===== config.mk =====
export PLATFORM = sky130hd
export DESIGN_NAME = ntsc_pixel_packer
export DESIGN_NICKNAME = d
export VERILOG_FILES = /design/src/rtl/ntsc_pixel_packer.sv
export SDC_FILE = /design/constraint.sdc
export NUM_CORES = 1
export LEC_CHECK = 0
export BUFFER_PORTS_ARGS = -buffer_cell sky130_fd_sc_hd__buf_4
export CAP_MARGIN = 20
export CORE_AREA = 2 2 178 180
export DETAILED_ROUTE_END_ITERATION = 10
export DIE_AREA = 0 0 180 182
export SYNTH_ARGS = -nofsm -noshare
export SYNTH_HDL_FRONTEND = slang
export SYNTH_SLANG_ARGS = --single-unit

===== constraint.sdc =====
create_clock -name clk -period 8.1 [get_ports clk]
set_clock_uncertainty 0.2 [all_clocks]
set_input_delay 2.025 -clock clk [delete_from_list [all_inputs] [get_ports clk]]
set_output_delay 2.025 -clock clk [all_outputs]
set_load 0.02 [all_outputs]

===== src/rtl/ntsc_pixel_packer.sv =====
// ntsc_pixel_packer: packs a video pixel stream into ZBT words and queues them for the write arbiter
module ntsc_pixel_packer #(
  parameter int PIX_W        = 18,
  parameter int PIX_PER_WORD = 2,
  parameter int WORD_W       = 36,
  parameter int ADDR_W       = 19,
  parameter int Y_BITS       = 9,
  parameter int COL_START    = 30,
  parameter int ROW_START    = 30,
  parameter int MAX_COL      = 1024,
  parameter int MAX_ROW      = 768,
  parameter int FIFO_DEPTH   = 4
) (
  input  logic              clk,
  input  logic              reset,
  input  logic              pix_valid,
  input  logic [PIX_W-1:0]  pix_data,
  input  logic              line_start,
  input  logic              field_start,
  input  logic              field,
  input  logic              capture_en,
  input  logic              mode,
  input  logic              ovf_clr,
  output logic              mem_req,
  output logic [ADDR_W-1:0] mem_addr,
  output logic [WORD_W-1:0] mem_data,
  input  logic              mem_ack,
  output logic              overflow,
  output logic              field_done
);
  localparam int CW = $clog2(MAX_COL + 1);
  localparam int RW = $clog2(MAX_ROW + 1);
  localparam int XB = ADDR_W - Y_BITS - 1;
  localparam int PW = PIX_W * PIX_PER_WORD;
  localparam int FW = $clog2(FIFO_DEPTH);
  typedef enum logic [1:0] {IDLE, ACTIVE, FROZEN} state_t;
  state_t            r_state, w_state;
  logic [RW-1:0]     r_row, w_row;
  logic [CW-1:0]     r_col, w_col, w_lane, w_c0;
  logic              r_eo, r_mode, w_eo, w_mode, w_line, w_pix, w_cap, w_top;
  logic              w_done, w_flush, w_hold, w_pop, w_wr;
  logic [PW-1:0]     r_buf, w_new;
  logic [ADDR_W-1:0] r_addr, w_addr, r_paddr;
  logic [WORD_W-1:0] r_pdata;
  logic              r_any, r_push, r_ovf, r_fd;
  logic [ADDR_W-1:0] r_fa [FIFO_DEPTH];
  logic [WORD_W-1:0] r_fdat [FIFO_DEPTH];
  logic [FW-1:0]     r_wp, r_rp;
  logic [FW:0]       r_cnt;
  always_comb begin
    w_line  = line_start && r_state != IDLE;
    w_state = field_start ? (capture_en ? ACTIVE : FROZEN) : r_state;
    w_row   = field_start ? RW'(ROW_START) : (w_line && r_row != RW'(MAX_ROW)) ? r_row + 1'b1 : r_row;
    w_col   = (field_start || w_line) ? CW'(COL_START) : r_col;
    w_eo    = field_start ? field : r_eo;
    w_mode  = field_start ? mode : r_mode;
    w_pix   = pix_valid && w_state != IDLE && w_col < CW'(MAX_COL) && w_row < RW'(MAX_ROW);
    w_cap   = w_pix && w_state == ACTIVE;
    w_lane  = w_col % CW'(PIX_PER_WORD);
    w_top   = w_mode || w_lane == CW'(PIX_PER_WORD - 1);
    w_c0    = w_mode ? w_col : w_col / CW'(PIX_PER_WORD);
    w_addr  = {Y_BITS'(w_row), w_eo, XB'(w_c0)};
    // a pending word always leaves first; a pixel colliding with that flush is parked in the buffer
    w_flush = r_any && (field_start || w_line || (w_cap && w_mode));
    w_done  = w_cap && w_top && !w_flush;
    w_hold  = w_cap && (!w_top || w_flush);
    w_new   = (field_start || w_line) ? '0 : r_buf;
    for (int l = 0; l < PIX_PER_WORD; l++)
      if (w_mode || w_lane == CW'(l)) w_new[(PIX_PER_WORD-1-l)*PIX_W +: PIX_W] = pix_data;
    w_pop   = mem_req && mem_ack;
    w_wr    = r_push && (r_cnt != (FW+1)'(FIFO_DEPTH) || w_pop);
  end
  always_ff @(posedge clk) begin
    if (reset) begin
      r_state <= IDLE;
      r_row   <= '0;
      r_col   <= '0;
      r_eo    <= 1'b0;
      r_mode  <= 1'b0;
      r_buf   <= '0;
      r_any   <= 1'b0;
      r_addr  <= '0;
      r_push  <= 1'b0;
      r_paddr <= '0;
      r_pdata <= '0;
      r_wp    <= '0;
      r_rp    <= '0;
      r_cnt   <= '0;
      r_ovf   <= 1'b0;
      r_fd    <= 1'b0;
    end else begin
      r_state <= w_state;
      r_row   <= w_row;
      r_col   <= (pix_valid && w_state != IDLE && w_col != CW'(MAX_COL)) ? w_col + 1'b1 : w_col;
      r_eo    <= w_eo;
      r_mode  <= w_mode;
      r_fd    <= field_start && r_state == ACTIVE;
      r_push  <= w_flush || w_done;
      r_paddr <= w_flush ? r_addr : w_addr;
      r_pdata <= WORD_W'(w_flush ? r_buf : w_new);
      if (w_hold) begin
        r_buf  <= w_new;
        r_addr <= w_addr;
        r_any  <= 1'b1;
      end else if (w_flush || w_done) begin
        r_buf  <= '0;
        r_any  <= 1'b0;
      end
      if (w_wr) r_wp <= r_wp + 1'b1;
      if (w_pop) r_rp <= r_rp + 1'b1;
      r_cnt   <= r_cnt + {{FW{1'b0}}, w_wr} - {{FW{1'b0}}, w_pop};
      r_ovf   <= (r_push && !w_wr) || (r_ovf && !ovf_clr);
    end
  end
  always_ff @(posedge clk) begin
    if (w_wr) begin
      r_fa[r_wp]   <= r_paddr;
      r_fdat[r_wp] <= r_pdata;
    end
  end
  assign mem_req    = |r_cnt;
  assign mem_addr   = r_fa[r_rp];
  assign mem_data   = r_fdat[r_rp];
  assign overflow   = r_ovf;
  assign field_done = r_fd;
endmodule

**Word-level counts from Yosys, hierarchy flattened**

Memories as Yosys holds them, arrays and structs flattened. A register that Yosys moved wholly into a read port is not among the register bits.
Index checks and enable logic that the tools add are counted.
W data, S select, Z words.

- Register bits after elaboration: 146
- Output and inout bits: 58
- Input bits: 28
- Memories: 2
- RAM bits: 220
- Logic and storage cells: 89

Memories:

| name | words | width | rd ports | clocked after memory_dff | write ports | line | RTL |
|---|---|---|---|---|---|---|---|
| r_fdat | 4 | 36 | 1 | 1 | 1 | 47 | `logic [WORD_W-1:0] r_fdat [FIFO_DEPTH];` |
| r_fa | 4 | 19 | 1 | 1 | 1 | 46 | `logic [ADDR_W-1:0] r_fa [FIFO_DEPTH];` |

- Magnitude comparators: 2
- Reduce and logical (&&, ||, !) cells: 34
- Eq/ne operators: 5
- Multiplexer cells: 24
- Add/subtract/negate cells: 6

Operators with widths:

| kind | count |
|---|---|
| $mux W36 | 4 |
| $mux W18 | 2 |
| $mux W11 | 2 |
| $mux W10 | 2 |
| $mux W19 | 1 |
| $logic_and A1 B1 Y1 | 17 |
| $mux W2 | 6 |
| $add A11 B1 Y11 const B | 1 |
| $logic_not A11 Y1 | 1 |
| $lt A11 B11 Y1 const B | 1 |
| $ne A11 B11 Y1 const B | 1 |
| $add A10 B1 Y10 const B | 1 |
| $lt A10 B10 Y1 const B | 1 |
| $ne A10 B10 Y1 const B | 1 |
| $mux W9 | 1 |
| $logic_or A1 B1 Y1 | 8 |
| $mux W1 | 6 |
| $reduce_bool A2 Y1 | 3 |
| $add A2 B1 Y2 const B | 2 |
| $eq A2 B1 Y1 const B | 2 |
| $logic_not A1 Y1 | 4 |
| $add A3 B1 Y3 | 1 |
| $ne A3 B3 Y1 const B | 1 |
| $reduce_or A3 Y1 | 1 |
| $sub A3 B1 Y3 | 1 |

**Depth between registers and ports, before layout**

Gate-level depths: netlist of the first run.

- Depth in word-level cells: 16
- Mapped depth: 10
- Depth with buffers taken out: 10

**Least setup slack after synthesis of the first run**

Ideal clock, no wire load.

- Kind: input to register
- From: input mem_ack
- To: memory r_fa[0][0], enable pin
- Setup slack: 3731 ps
- Required time: 7482 ps
- Path buffers: 1
- Setup time: 418 ps
- Arrival time: 3751 ps
- Stages on the path: 4
- Path through: nor4b_1 > nor2b_1 > clkbuf_1 > and2_1

- Cells in the longest elaborated chain, start to end: 5

Ends and longest elaborated chain:

| what | line | RTL |
|---|---|---|
| from (decl) | 27 | `input logic mem_ack,` |
| $logic_and A1 B1 Y1 | 70 | `w_pop = mem_req && mem_ack;` |
| $logic_or A1 B1 Y1 | 71 | `w_wr = r_push && (r_cnt != (FW+1)'(FIFO_DEPTH) \|\| w_pop);` |
| $logic_and A1 B1 Y1 | 71 |  |
| via w_wr | 41 | `logic w_done, w_flush, w_hold, w_pop, w_wr;` |
| $mux W1 | 116 | `if (w_wr) begin` |
| $mux W1 (implied by the code) | 117 | `r_fa[r_wp] <= r_paddr;` |
| to (decl) | 46 |  |

The timed path passes the listed nets, and every way through them passes these cells.

==> impl_metrics.env, run 1 <==
export IMPL_outcome="completed"
export IMPL_crit_fanout=32
export IMPL_hold_buffers=0
export IMPL_synth_top_area_cell="edfxtp_1"
export IMPL_wl_mm=26.6
export IMPL_critical_path_most_common_cell="buf_4"
export IMPL_initial_core_util_pct=44.4
export IMPL_track_usage_pct=16.5
export IMPL_clk_insertion_delay_late_ns=0.51
export IMPL_drt_initial_drc_count=417
export IMPL_portBuffers=85
export IMPL_nFillCells=2616
export IMPL_grt_ovfl_total=0
export IMPL_clkTransAtPathRegs_ns=0.05
export IMPL_ys_warn_count=0
export IMPL_slowest_stage="dfxtp_4"
export IMPL_timing_final_crit_share_pct=61.4
export IMPL_dp_hpwl_mm=15.8
export IMPL_cts_resized_gates=0
export IMPL_total_power_mw=4.43
export IMPL_critPathRequiredTime_ns=5.88
export IMPL_grt_pass1_vias=7364
export IMPL_finalSetupViolCount=0
export IMPL_yosysMostFrequentCell="edfxtp_1"
export IMPL_powerDensity_nw_per_um2=278
export IMPL_ys_seq_elements=368
export IMPL_multi_input_comb_area_sq_um=3900
export IMPL_die_h_microns=182
export IMPL_maxCapViolCount=0
export IMPL_synthTopCellsByCount="220 x edfxtp_1, 148 x dfxtp_1, 75 x nor2_1"
export IMPL_rsz0062_at_grt="false"
export IMPL_syn_area_sq_um=13800
export IMPL_hp_class="flip-flop to flip-flop"
export IMPL_cp_arrival_ns=2.75
export IMPL_worstHoldStart="r_addr[14]"
export IMPL_slew_headroom_pct=32.2
export IMPL_vias=7335
export IMPL_critPathMaxStageDelay_ns=0.67
export IMPL_synth_top_cell_area_share_pct=48.0
export IMPL_antenna_found_initial=0
export IMPL_grt_pass1_wl_mm=42.2
export IMPL_cp_start_kind="flip-flop"
export IMPL_reg2reg_from="r_state[0]"
export IMPL_dp_cells=1318
export IMPL_yosysUniqueCellTypes=64
export IMPL_ys_seq_area_share_pct=69.6
export IMPL_path_cells="buf_4 > mux4_2 > buf_4"
export IMPL_drive_gt1_share_pct=24.9
export IMPL_avgSynthCellArea_sq_um=16.0
export IMPL_clkSinkCount=368
export IMPL_synth_top_cells_by_area="edfxtp_1 48%, dfxtp_1 22%, mux4_2 9.0%"
export IMPL_viasPerCell=5.29
export IMPL_slew_viol_final=0
export IMPL_cts_tree="yes"
export IMPL_insertedDiodeCount=0
export IMPL_area_growth_pct=15.9
export IMPL_wl_per_cell_microns=19.2
export IMPL_root_buffer="clkbuf_16"
export IMPL_gp_congestion=0.795
export IMPL_fp_dieArea_sq_um=32800
export IMPL_ir_drop_v=0.000166
export IMPL_p_leak_nw=5.69
export IMPL_final_cell_area_sq_um=15900
export IMPL_seq_area_sq_um=9570
export IMPL_synthArstFlopShare_pct=0
export IMPL_critPathKind="flip-flop to primary output"
export IMPL_grt_max_degree=64
export IMPL_setup_tns_ns=0
export IMPL_post_cts_buffers=0
export IMPL_worstMarginPinSlew_ns=1.02
export IMPL_io_pins=86
export IMPL_hold_violations=0
export IMPL_fmax_mhz=201
export IMPL_drc_errors=0
export IMPL_cts_buffers=38
export IMPL_netlist_instances=862
export IMPL_rows=65
export IMPL_worstSetupEndpointType="primary output"
export IMPL_die_w_microns=180
export IMPL_dpl_cell_area_sq_um=14800
export IMPL_ant_nets=0
export IMPL_cts_htree_levels=2
export IMPL_synth_flop_cell="edfxtp_1"
export IMPL_core_area_sq_um=31000
export IMPL_nNetsFinal=995
export IMPL_firstDrtPassIters=4
export IMPL_synth_edf_count=220
export IMPL_final_cells=1387
export IMPL_cts_path_max_buffers=3
export IMPL_syn_nets=901
export IMPL_min_period_ns=4.97
metrics by stage:
step,util [%],worst slack (ns),hold slack [ns]
after floorplan,-,3.73,0.237
after global routing,51.4,2.92,0.289
after global placement,47.7,2.92,0.254
final,51.4,3.13,0.261
after detailed placement,47.7,2.88,0.252
after CTS,51.4,3.03,0.265
routing by layer:
metal,share of wire (%),GRT usage (%)
met2,49,26.9
met1,46,23.4
met3,4.2,2.51
met4,1.7,4.49
met5,0,0
placed cells by master, fill, tap and decap left out, types with 9 or more instances in the layout:
cell type	Yosys	layout
edfxtp_1	220	220
dfxtp_1	148	146
buf_4	3	96
nor2_1	75	75
mux4_2	55	55
clkbuf_16	0	39
mux2i_1	36	36
a22o_1	36	36
nand2_1	32	32
mux2_2	21	21
inv_1	20	20
a22oi_1	18	18
clkbuf_1	19	18
nor2b_1	14	14
a21oi_1	14	14
xor2_1	11	11
or3_1	10	10
xnor2_1	10	10
ha_1	10	10
a31oi_1	9	9
registers in the layout, summed over array words and instances (netlist names), 3 cells and up, named ones only:
| register | flops |
|---|---|
| r_fdat | 144 |
| r_paddr | 19 |
| r_cnt | 3 |
| r_buf | 36 |
| r_fa | 76 |
| r_pdata | 36 |
| r_col | 11 |
| r_addr | 19 |
| r_row | 10 |
kinds of logic (layout without fill, tap and decap cells):
| logic type | Yosys count | after routing | share of synthesized area, % |
|---|---|---|---|
| mux | 113 | 113 | 13.5 |
| xor+xnor | 21 | 21 | 1.34 |
| compound gates | 105 | 105 | 5.83 |
| fa+ha+maj | 11 | 11 | 1.06 |
| simple gates | 181 | 181 | 6.54 |
| flops | 368 | 368 | 69.6 |
| buf+inv | 63 | 186 | 2.16 |
worst max-delay path, delay by kind of cell (launching register included):
kind     cells  cell delay [ns]
flops        1             0.67
buf+inv      2             0.83
mux          1             0.65
cell type report:
type,count,area share (%)
clock buffers,61,6.89
clock inverters,8,0.298
inverters,20,0.471
multi-input cells,431,24.5
flip-flops and latches,368,60.1
well taps,402,3.16
repair buffers,97,4.65
final timing paths:
check	to	slack [ns]	depth (start not counted)
worst max-delay path	mem_addr[13]	3.13	3
worst min-delay path	r_paddr[14]	0.26	2
worst max register to register	r_col[5]	4.54	9
worst min register to register	r_paddr[14]	0.26	2
power breakdown:
group | leakage, nW | total, mW | internal (mW) | switching [mW]
sequential | 3.22 | 2.11 | 2.04 | 0.0695
clock | 0.555 | 1.60 | 0.931 | 0.669
combinational | 1.91 | 0.728 | 0.359 | 0.369
total | 5.69 | 4.43 | 3.33 | 1.11
No activity file was read; power rests on OpenSTA's default activity.
==> run 2, diff against run 1 <==
==> constraint.sdc (replaced) <==
create_clock -name clk -period 4.65 [get_ports clk]
set_clock_uncertainty 0.2 [all_clocks]
set_input_delay 1.1625 -clock clk [delete_from_list [all_inputs] [get_ports clk]]
set_output_delay 1.1625 -clock clk [all_outputs]
set_load 0.02 [all_outputs]
==> run 2 against run 1 <==
Against the previous run:
- routed wire length up 2.6%
- count of clock-buffer cells in the layout down 6
- final cell count up 0.79%
- setup slack worse by 2.3 ns
- combinational power up 73%
- total power up 79%
- die area unchanged
- flip-flop and latch count unchanged
- final area up 1.3%
- register-to-register slack worse by 2.9 ns
- largest power group unchanged
==> impl_metrics.env, run 2 (synthesis gave the netlist of run 1 again) <==
export IMPL_worstMarginPinSlew_ns=0.722
export IMPL_slew_viol_final=0
export IMPL_critPathMaxStageDelay_ns=0.81
export IMPL_sw_frac_of_total_pct=25.0
export IMPL_io_pins=86
export IMPL_dp_hpwl_mm=16.7
export IMPL_critical_path_most_common_cell="buf_4"
export IMPL_die_h_microns=182
export IMPL_setup_tns_ns=0
export IMPL_worstSetupEndpointType="primary output"
export IMPL_worst_slack_ns=0.866
export IMPL_insertedDiodeCount=0
export IMPL_die_w_microns=180
export IMPL_largest_register="r_fdat"
export IMPL_hold_buffers=0
export IMPL_cts_tree="yes"
export IMPL_intPower_mw=5.96
export IMPL_cts_htree_levels=2
export IMPL_path_cells="buf_4 > mux4_2 > buf_4"
export IMPL_firstDrtPassIters=5
export IMPL_drc_errors=0
export IMPL_critPathKind="flip-flop to primary output"
export IMPL_cp_start_kind="flip-flop"
export IMPL_cp_arrival_ns=2.42
export IMPL_gp_congestion=0.834
export IMPL_critPathRequiredTime_ns=3.29
export IMPL_cts_resized_gates=0
export IMPL_core_area_sq_um=31000
export IMPL_initial_core_util_pct=44.4
export IMPL_rows=65
export IMPL_drt_initial_drc_count=491
export IMPL_post_cts_buffers=0
export IMPL_hold_violations=0
export IMPL_powerDensity_nw_per_um2=492
export IMPL_hp_class="flip-flop to flip-flop"
export IMPL_mostFrequentLayoutCells="220 x edfxtp_1, 146 x dfxtp_1, 100 x buf_4"
export IMPL_p_seq_share_pct=46.6
export IMPL_reg_top3="r_fdat: 144 flops, r_fa: 76 flops"
export IMPL_slew_headroom_pct=51.9
export IMPL_wl_mm=27.3
export IMPL_crit_buf_inv=2
export IMPL_layout_commonest_cell="edfxtp_1"
export IMPL_p_leak_nw=5.79
export IMPL_track_usage_pct=16.7
export IMPL_slowest_stage="dfxtp_4"
export IMPL_drive_gt1_share_pct=26.1
export IMPL_cts_buffers=39
export IMPL_largest_reg_flops=144
export IMPL_p_comb_share_pct=15.9
export IMPL_ant_nets=0
export IMPL_grt_max_degree=64
export IMPL_clk_insertion_delay_late_ns=0.52
export IMPL_clkTransAtPathRegs_ns=0.06
export IMPL_root_buffer="clkbuf_16"
export IMPL_path_delay_family="flip-flops"
export IMPL_timing_final_crit_share_pct=81.4
export IMPL_portBuffers=85
export IMPL_maxCapViolCount=0
export IMPL_min_period_ns=3.78
export IMPL_area_growth_pct=17.4
export IMPL_viasPerCell=5.33
export IMPL_crit_fanout=32
export IMPL_clkSinkCount=368
export IMPL_fmax_mhz=264
export IMPL_fp_dieArea_sq_um=32800
export IMPL_outcome="completed"
export IMPL_rsz0062_at_grt="false"
export IMPL_cts_path_max_buffers=3
export IMPL_p_clk_share_pct=37.6
export IMPL_antenna_found_initial=0
export IMPL_grt_pass1_wl_mm=42.9
export IMPL_post_place_ws_ns=0.866
export IMPL_nNetsFinal=1004
export IMPL_finalSetupViolCount=0
export IMPL_ir_drop_v=0.000336
export IMPL_vias=7455
export IMPL_grt_pass1_vias=7540
export IMPL_wl_per_cell_microns=19.5
export IMPL_grt_ovfl_total=0
export IMPL_power_switching_mw=1.98
run 2: path summary, 6_finish.rpt:
| path | start | to | slack, ns | cells after the start |
|---|---|---|---|---|
| worst min-delay path | r_pdata[3] | r_fdat[3][3] | 0.27 | 0 |
| worst max register to register | r_state[0] | r_col[5] | 1.67 | 10 |
| worst min register to register | r_pdata[3] | r_fdat[3][3] | 0.27 | 0 |
| worst max-delay path | flip-flop | mem_data[3] | 0.87 | 3 |
run 2: through the flow:
step / std cells / power, mW / hold slack [ns] / util (%) / instance area [sq um]
4_1_cts: 1398 / 8.06 / 0.271 / 52.1 / 16100
3_5_place_dp: 1326 / 5.07 / 0.262 / 48.1 / 14900
5_1_grt: 1398 / 8.26 / 0.289 / 52.1 / 16100
3_3_place_gp: 1326 / 5.06 / 0.252 / 48.1 / 14900
6_report: 1398 / 7.95 / 0.274 / 52.1 / 16100
2_1_floorplan: 862 / 4.57 / 0.237 / - / 13800
run 2: final cells by class:
class / count / area (sq um)
Fill cell: 2573 / 14800
Sequential cell: 368 / 9570
Multi-Input combinational cell: 431 / 3900
Clock buffer: 55 / 1070
Timing Repair Buffer: 105 / 851
Tap cell: 402 / 503
Clock inverter: 17 / 173
Inverter: 20 / 75.1
run 2: power groups by stage:
| stage | Clock (mW) | Combinational, mW | Sequential [mW] |
|---|---|---|---|
| final | 2.99 | 1.26 | 3.70 |
| after global routing | 3.18 | 1.35 | 3.73 |
| after CTS | 3.06 | 1.29 | 3.71 |
| after detailed placement | 0 | 1.29 | 3.78 |
| after global placement | 0 | 1.28 | 3.78 |
| after floorplan | 0 | 0.919 | 3.66 |
run 2: routing by layer:
layer | vias to the layer above | GRT usage (%) | part of all wire, %
li1 | 3472 | - | -
met1 | 3785 | 23.0 | 46
met2 | 167 | 27.7 | 49
met3 | 31 | 2.71 | 4.2
met4 | 0 | 4.55 | 1.4
met5 | - | 0 | 0
==> run 3, diff against run 2 <==
--- a/config.mk
+++ b/config.mk
@@ -5,11 +5,12 @@
 export SDC_FILE = /design/constraint.sdc
 export NUM_CORES = 1
 export LEC_CHECK = 0
+export ABC_AREA = 1
 export BUFFER_PORTS_ARGS = -buffer_cell sky130_fd_sc_hd__buf_4
 export CAP_MARGIN = 20
-export CORE_AREA = 2 2 178 180
+export CORE_AREA = 2 2 185 187
 export DETAILED_ROUTE_END_ITERATION = 10
-export DIE_AREA = 0 0 180 182
+export DIE_AREA = 0 0 187 189
 export SYNTH_ARGS = -nofsm -noshare
 export SYNTH_HDL_FRONTEND = slang
 export SYNTH_SLANG_ARGS = --single-unit
==> constraint.sdc (replaced) <==
create_clock -name clk -period 3.22 [get_ports clk]
set_clock_uncertainty 0.2 [all_clocks]
set_input_delay 0.805 -clock clk [delete_from_list [all_inputs] [get_ports clk]]
set_output_delay 0.805 -clock clk [all_outputs]
set_load 0.02 [all_outputs]
==> run 3 against run 2 <==
Against the previous run:
- register-to-register slack got worse by 1.2 ns
- clock power increased by 56%
- non-clock buffer count increased by 25
- core utilization down 0.077 points
- combinational power grew 88%
- hold slack worse by 0.010 ns
- setup slack lost 0.66 ns
- final area grew 7.2%
- sequential power rose by 44%
==> impl_metrics.env, run 3 <==
export IMPL_outcome="completed"
export IMPL_synth_flop_cell="edfxtp_1"
export IMPL_viasPerCell=5.22
export IMPL_multi_input_comb_area_sq_um=4400
export IMPL_path_cells="buf_4 > o21ai_0 > o22ai_1 > buf_4"
export IMPL_vias=10403
export IMPL_insertedDiodeCount=0
export IMPL_rows=67
export IMPL_fp_dieArea_sq_um=35300
export IMPL_mostFrequentLayoutCells="262 x nor2_1, 220 x edfxtp_1, 198 x o21ai_0"
export IMPL_cts_buffers=38
export IMPL_yosysMostFrequentCell="nor2_1"
export IMPL_min_path_cells=2
export IMPL_slew_headroom_pct=52.0
export IMPL_worstMarginPinSlew_ns=0.719
export IMPL_drc_errors=0
export IMPL_clkTransAtPathRegs_ns=0.06
export IMPL_hold_violations=0
export IMPL_syn_area_sq_um=14800
export IMPL_track_usage_pct=19.4
export IMPL_area_growth_pct=17.3
export IMPL_die_w_microns=187
export IMPL_nFillCells=2935
export IMPL_crit_buf_inv=2
export IMPL_worst_path_stages=4
export IMPL_p_leak_nw=6.37
export IMPL_synth_top_cell_area_share_pct=44.8
export IMPL_core_area_sq_um=33300
export IMPL_root_buffer="clkbuf_16"
export IMPL_layout_commonest_cell="nor2_1"
export IMPL_reg_top3="r_fdat: 144 flops, r_fa: 76 flops"
export IMPL_fmax_mhz=331
export IMPL_grt_max_degree=77
export IMPL_ant_nets=0
export IMPL_nNetsFinal=1555
export IMPL_wl_per_cell_microns=17.2
export IMPL_avgSynthCellArea_sq_um=10.2
export IMPL_ys_seq_area_share_pct=64.8
export IMPL_cts_resized_gates=0
export IMPL_slew_viol_final=0
export IMPL_drt_initial_drc_count=860
export IMPL_synthTopCellsByCount="266 x nor2_1, 220 x edfxtp_1, 198 x o21ai_0"
export IMPL_ys_seq_elements=368
export IMPL_cp_arrival_ns=2.01
export IMPL_synthArstFlopShare_pct=0
export IMPL_syn_nets=1482
export IMPL_post_place_ws_ns=0.278
export IMPL_wl_mm=34.2
export IMPL_worst_slack_ns=0.201
export IMPL_slowest_stage="buf_4"
export IMPL_clk_insertion_delay_late_ns=0.52
export IMPL_portBuffers=85
export IMPL_synth_top_area_cell="edfxtp_1"
export IMPL_finalSetupViolCount=0
export IMPL_clkSinkCount=368
export IMPL_cts_tree="yes"
export IMPL_final_cell_area_sq_um=17300
export IMPL_die_h_microns=189
export IMPL_largest_register="r_fdat"
export IMPL_drive_gt1_share_pct=15.2
export IMPL_critPathRequiredTime_ns=2.21
export IMPL_grt_pass1_wl_mm=54.4
export IMPL_cp_start_kind="flip-flop"
export IMPL_grt_ovfl_total=0
export IMPL_dpl_cell_area_sq_um=16000
export IMPL_largest_reg_flops=144
export IMPL_cts_path_max_buffers=3
export IMPL_maxCapViolCount=0
export IMPL_seq_area_sq_um=9570
export IMPL_grt_pass1_vias=9823
export IMPL_synth_edf_count=220
export IMPL_firstDrtPassIters=5
export IMPL_io_pins=86
export IMPL_final_core_util_pct=52.0
export IMPL_reg2reg_depth=16
export IMPL_worstSetupEndpointType="primary output"
export IMPL_gp_congestion=0.859
export IMPL_post_cts_buffers=0
export IMPL_ir_drop_v=0.000331
export IMPL_dp_hpwl_mm=21.3
export IMPL_powerDensity_nw_per_um2=713
export IMPL_hold_buffers=0
export IMPL_synth_top_cells_by_area="edfxtp_1 45%, dfxtp_1 20%, nor2_1 6.8%"
export IMPL_netlist_instances=1443
export IMPL_critPathMaxStageDelay_ns=0.43
export IMPL_crit_fanout=46
export IMPL_antenna_found_initial=0
export IMPL_ys_warn_count=0
export IMPL_hp_class="flip-flop to flip-flop"
export IMPL_min_period_ns=3.02
export IMPL_cts_htree_levels=2
export IMPL_rsz0062_at_grt="false"
export IMPL_critPathKind="flip-flop to primary output"
export IMPL_initial_core_util_pct=44.3
export IMPL_yosysUniqueCellTypes=37
export IMPL_timing_final_crit_share_pct=93.8
export IMPL_critical_path_most_common_cell="buf_4"
export IMPL_path_delay_family="buffers and inverters"
==> run 3: cell type report <==
cell class,instances,share of cell area (%)
inverters,83,1.81
repair buffers,130,6.43
flip-flops and latches,368,55.3
clock buffers,49,6.15
multi-input cells,895,25.4
clock inverters,21,1.66
well taps,448,3.24
==> run 3: per-stage QoR <==
step	hold WS (ns)	power [mW]	std cells	setup TNS, ns
floorplan	0.236	6.85	1443	-193.39
global route	0.294	12.9	1994	0
CTS	0.271	12.4	1994	0
detailed placement	0.260	7.81	1924	0
finish	0.264	12.3	1994	0
global placement	0.256	7.78	1924	0
==> run 3: worst register-to-register path: stages, from the launching register on <==
cell and delay, ns:
dfxtp_1 0.39, ha_1 0.20, nand2_1 0.08, nor2_1 0.19
nand3_1 0.10, nand2_1 0.08, nand2_1 0.05, nand2_1 0.06
nand2_1 0.07, nand3_2 0.09, nand3_2 0.08, nand2_2 0.08
nand2_4 0.16, nand2_2 0.14, buf_4 0.40, nand3_1 0.14
a21oi_1 0.16
==> run 3: per-layer routing <==
metal | global-route usage, % | part of all wire [%] | up-vias | wire [microns]
li1 | - | - | 5181 | -
met4 | 4.95 | 1.6 | 0 | 532
met1 | 29.1 | 49 | 4870 | 16700
met2 | 29.3 | 44 | 305 | 14900
met5 | 0 | 0 | - | 0
met3 | 2.97 | 6.1 | 47 | 2090
==> run 3: cells by family (layout without fill, tap and decap cells) <==
| kind of cell | after synthesis | after routing | synth area share, % |
|---|---|---|---|
| compound gates | 378 | 378 | 13.8 |
| xor+xnor | 4 | 4 | 0.237 |
| fa+ha+maj | 11 | 11 | 0.983 |
| buf+inv | 180 | 283 | 5.53 |
| flops | 368 | 368 | 64.8 |
| mux | 2 | 2 | 0.144 |
| simple gates | 500 | 500 | 14.5 |
==> run 3: report_power, final <==
part           total [mW]  leakage [nW]  internal (mW)  switching [mW]
combinational        2.37          2.47          0.833            1.54
clock                4.66         0.660           2.84            1.82
sequential           5.31          3.24           5.18           0.133
total                12.3          6.37           8.85            3.49
==> run 3: path summary, 6_finish.rpt <==
check	start	to	slack, ns
setup / recovery	flip-flop	mem_data[6]	0.20
hold / removal	r_state[0]	field_done	0.26
setup reg to reg	r_row[0]	r_buf[4]	0.49
hold reg to reg	r_state[0]	field_done	0.26
